--- src/rtl/cpu_types_pkg.sv ---
// rtl/cpu_types_pkg.sv - shared CPU memory-side types: data word, RAM handshake state, arbiter FSM state
package cpu_types_pkg;

    typedef logic [31:0] word_t;

    typedef enum logic [1:0] {
        FREE   = 2'd0,
        BUSY   = 2'd1,
        ACCESS = 2'd2,
        ERROR  = 2'd3
    } ramstate_t;

    typedef enum logic [1:0] {
        IDLE   = 2'd0,
        IGRANT = 2'd1,
        DGRANT = 2'd2
    } arb_state_t;

endpackage

--- src/rtl/mem_arbiter.sv ---
// rtl/mem_arbiter.sv - icache/dcache arbiter onto a single-port RAM, dcache-first with a starvation guard
module mem_arbiter
    import cpu_types_pkg::*;
#(
    parameter int unsigned STARVE_LIMIT = 4
) (
    input  logic      CLK,
    input  logic      nRST,
    input  logic      iREN,
    input  word_t     iaddr,
    output logic      iwait,
    output word_t     iload,
    input  logic      dREN,
    input  logic      dWEN,
    input  word_t     daddr,
    input  word_t     dstore,
    output logic      dwait,
    output word_t     dload,
    output logic      ramREN,
    output logic      ramWEN,
    output word_t     ramaddr,
    output word_t     ramstore,
    input  word_t     ramload,
    input  ramstate_t ramstate
);

    localparam int unsigned         STREAK_W   = $clog2(STARVE_LIMIT + 1);
    localparam logic [STREAK_W-1:0] STREAK_MAX = STREAK_W'(STARVE_LIMIT);

    arb_state_t          state;
    arb_state_t          state_next;
    logic [STREAK_W-1:0] streak;
    logic [STREAK_W-1:0] streak_next;
    logic                d_req;
    logic                access;

    assign d_req  = dREN | dWEN;
    assign access = (ramstate == ACCESS);

    // Read data is shared; each side qualifies it with its own wait.
    assign iload = ramload;
    assign dload = ramload;

    always_ff @(posedge CLK) begin
        if (!nRST) begin
            state  <= IDLE;
            streak <= '0;
        end else begin
            state  <= state_next;
            streak <= streak_next;
        end
    end

    always_comb begin
        state_next  = state;
        streak_next = streak;
        ramREN      = 1'b0;
        ramWEN      = 1'b0;
        ramaddr     = '0;
        ramstore    = '0;
        iwait       = iREN;
        dwait       = d_req;

        case (state)
            IDLE: begin
                // dcache wins unless the icache has already yielded STARVE_LIMIT times
                if (d_req) begin
                    if (iREN && (streak == STREAK_MAX)) begin
                        state_next = IGRANT;
                    end else begin
                        state_next = DGRANT;
                    end
                end else if (iREN) begin
                    state_next = IGRANT;
                end
            end

            IGRANT: begin
                ramREN  = iREN;
                ramaddr = iaddr;
                iwait   = ~access;
                if (!iREN) begin
                    state_next = IDLE;
                end else if (access) begin
                    state_next  = IDLE;
                    streak_next = '0;
                end
            end

            DGRANT: begin
                ramREN   = dREN & ~dWEN;
                ramWEN   = dWEN;
                ramaddr  = daddr;
                ramstore = dstore;
                dwait    = ~access;
                if (!d_req) begin
                    state_next = IDLE;
                end else if (access) begin
                    state_next = IDLE;
                    if (!iREN) begin
                        streak_next = '0;
                    end else if (streak != STREAK_MAX) begin
                        streak_next = streak + STREAK_W'(1);
                    end
                end
            end

            default: begin
                state_next = IDLE;
            end
        endcase
    end

endmodule

--- config.mk ---
export PLATFORM = sky130hd
export DESIGN_NAME = mem_arbiter
export DESIGN_NICKNAME = d
export VERILOG_FILES = /design/src/rtl/cpu_types_pkg.sv /design/src/rtl/mem_arbiter.sv
export SDC_FILE = /design/constraint.sdc
export NUM_CORES = 1
export LEC_CHECK = 0
export CORE_AREA = 4 4 101 103
export CTS_BUF_LIST = sky130_fd_sc_hd__clkbuf_8
export DETAILED_ROUTE_END_ITERATION = 10
export DIE_AREA = 0 0 105 107
export PLACE_DENSITY_LB_ADDON = 0.12
export SYNTH_ARGS = -nofsm -noshare
export SYNTH_HDL_FRONTEND = slang
export SYNTH_SLANG_ARGS = --single-unit
--- constraint.sdc ---
create_clock -name CLK -period 2.1 [get_ports CLK]
set_input_delay 0.315 -clock CLK [delete_from_list [all_inputs] [get_ports CLK]]
set_output_delay 0.315 -clock CLK [all_outputs]
set_load 0.05 [all_outputs]
==> impl_metrics.json <==
{
  "finalMaxSlewViolations": 0,
  "cp-start-kind": "register",
  "clk_pin_slew_ns": 0.04,
  "setup_slack_ns": 0.115,
  "routed_via_density": 4.35,
  "p_per_area_mw_per_mm2": 350,
  "skew_ns": 0.00120,
  "grtUsageTotal_pct": 12.6,
  "required_ns": 1.78,
  "grt_antenna_before_repair": 0,
  "detail_route.wl_per_cell_um": 17.1,
  "fin_crit_sh_pct": 94.5,
  "power_switching_mw": 0.551,
  "mappedNetlistArea_mm2": 0.00168,
  "crit_type": "register to output pin",
  "synth_top_area_cell": "buf_4",
  "tritoncts": "yes",
  "yosys_register_bits": 5,
  "avgSynthCellArea_um2": 7.22,
  "worstPathMaxFanout": 32,
  "regArea_um2": 100,
  "drc": 0,
  "hold_depth": 1,
  "dp_hpwl_um": 6400,
  "cts_resized": 0,
  "synth_top_cell_area_share_pct": 29.4,
  "initial_core_util_pct": 18.3,
  "p_sw_share_pct": 41.3,
  "dieArea_mm2": 0.0112,
  "drive_gt1_share_pct": 29.7,
  "slowest_stage": "dfxtp_1",
  "worstPathArrival_ns": 1.67,
  "grt_start_max_net_pins": 56,
  "insertion_delay_ns": 0.23,
  "path_delay_family": "buffers and inverters",
  "grt_pass1_vias": 1886,
  "drt_iter0_markers": 75,
  "setup_tns_ns": 0,
  "gp_congestion": 0.778,
  "p_seq_share_pct": 7.6,
  "ff2ff_path_depth": 6,
  "final_nets": 475,
  "synth_seq_area_share_pct": 5.95,
  "synth_cell_types": 36,
  "outcome": "complete, no violations",
  "cp_common_cell": "buf_12",
  "worstMarginPinSlew_ns": 0.521,
  "pin_count": 267,
  "rsz0062_at_grt": "true",
  "coreArea_mm2": 0.00920,
  "root_buffer": "clkbuf_8",
  "finalHoldViolations": 0,
  "timing.rr.end": "streak[1]$_SDFFE_PN0P_",
  "postCtsHoldBufs": 0,
  "cts_setup_buffers": 0,
  "period_minus_slack_ns": 1.98,
  "slowest_delay_ns": 0.37,
  "worst-path-stages": 5,
  "overflow": 0,
  "cts_made_buffers": 3,
  "pwr-share-clk_pct": 13.5,
  "drt-total-wl_um": 7600,
  "diodes": 0,
  "io_buffers": 170,
  "crit_start": "state[1]$_SDFFE_PN0P_",
  "comb_power_share_pct": 78.9,
  "firstDrtPassIters": 4,
  "setup_viol": 0,
  "postSynthCellCount": 233,
  "slew_headroom_pct": 65.2,
  "place_ws_ns": 0.176,
  "clock.fmax_ghz": 0.504,
  "path_cells": "inv_1, ha_1, buf_12, nor2b_1, buf_12",
  "crit_end": "ramaddr[19]",
  "syn-num-nets": 374,
  "intPower_mw": 0.782,
  "vdd.ir_drop.worst_uv": 229,
  "final_antenna_net_count": 0,
  "rows": 35,
  "htree_levels": 1,
  "grt_first_pass_wirelength_um": 11400,
  "reg2reg_slack_ns": 0.46,
  "rr_startpoint": "state[1]$_SDFFE_PN0P_",
  "synth_area_leaders": "buf_4 (29%), a22oi_1 (15%), and2_1 (12%)",
  "hold_class": "register to register",
  "die_w_um": 105,
  "cap_violations": 0,
  "max-clock-path-buffers": 2,
  "synth_warnings": 0,
  "power.leakage_nw": 1.38,
  "clkSinkCount": 5,
  "syn2layout_area_growth_pct": 126,
  "critPathBufInv": 3,
  "multi_input_area_mm2": 0.00104,
  "die_h_um": 107,
  "num_vias": 1933,
  "crit_path_end_kind": "output pin",
  "fill_cells": 901
}
registers in the layout (all words and copies together) (netlist names):
register	flops
state	2
streak	3
layout make-up:
type                       count  share of cell area (%)
timing repair buffer         176                    64.6
multi-input combinational    142                    27.4
tap                          111                    3.65
sequential                     5                    2.63
clock buffer                   3                    1.08
inverter                       6                   0.591
clock inverter                 1                  0.0985
cell usage in the layout (no fill, tap or decap), types with 2 or more instances in the layout:
cell / netlist / routed
a311oi_1: 2 / 2
ha_2: 0 / 2
clkbuf_8: 0 / 3
and2_1: 33 / 33
nor2b_1: 33 / 20
inv_1: 6 / 7
nand2_1: 3 / 3
nor2_1: 3 / 3
clkdlybuf4s50_1: 0 / 102
o21a_1: 2 / 2
a21oi_1: 5 / 4
ha_1: 6 / 4
buf_4: 66 / 2
dfxtp_1: 5 / 5
buf_12: 0 / 70
nor2b_2: 0 / 13
buf_6: 0 / 2
a22oi_1: 33 / 33
metrics by stage:
step	hold WS (ns)	utilization, %	cell area (um2)	instances	power (mW)
final	0.528	41.4	3810	444	1.33
after global routing	0.547	41.4	3810	444	1.39
after CTS	0.531	41.0	3770	444	1.34
after detailed placement	0.527	40.5	3720	440	1.16
after global placement	0.508	40.5	3720	440	1.16
after floorplan	0.474	-	1690	233	0.892
cells by family after synthesis:
family	count (synthesis)	synth area share (%)
AO/OA/AOI/OAI	55	25.3
buffers and inverters	86	34.5
AND/OR/NAND/NOR	80	29.1
flip-flops	5	5.95
adder cells (fa/ha/maj)	6	4.46
multiplexers	1	0.669
routing by layer:
metal  track usage, %  up-vias  wire length, um  part of all wire [%]
li1                 -      932                -                     -
met1             13.6      885             2680                    35
met2             24.4      106             4270                    56
met3             3.37       10              573                   7.5
met4             2.81        0               74                  0.97
met5                0        -                0                     0
synth_stat cells, drive strengths merged:
cell and instances:
dfxtp 5, a22oi 33, clkbuf 6, o21a 2, a21boi 1, nand3b 1
a2bb2oi 1, and3b 1, mux2 1, ha 6, or2 1, nand3 1
o22ai 1, nor3 1, a221oi 1, o2bb2ai 1, nand2 3, a21bo 1
a31oi 1, nand4 1, buf 74, a32oi 1, and2 33, nor2 3
o311ai 1, and4b 1, nor2b 33, o32ai 1, inv 6, a311oi 2
a211o 1, a211oi 1, or3 1, o21ai 1, a21oi 5
power groups by stage:
stage	Clock [mW]	Sequential (mW)	Combinational [mW]
final	0.179	0.102	1.05
after global routing	0.189	0.103	1.10
after CTS	0.184	0.102	1.06
after detailed placement	0	0.103	1.05
after global placement	0	0.103	1.05
after floorplan	0	0.102	0.789
worst min path at each step:
stage               slack (ns)                      to                   start
floorplan                 0.47   state[1]$_SDFFE_PN0P_                    nRST
global placement          0.51  streak[0]$_SDFFE_PN0P_  streak[0]$_SDFFE_PN0P_
detailed placement        0.53  streak[0]$_SDFFE_PN0P_  streak[0]$_SDFFE_PN0P_
CTS                       0.53  streak[0]$_SDFFE_PN0P_  streak[0]$_SDFFE_PN0P_
global route              0.55  streak[0]$_SDFFE_PN0P_  streak[0]$_SDFFE_PN0P_
finish                    0.53  streak[0]$_SDFFE_PN0P_  streak[0]$_SDFFE_PN0P_
(Power assumes the default switching activity.)
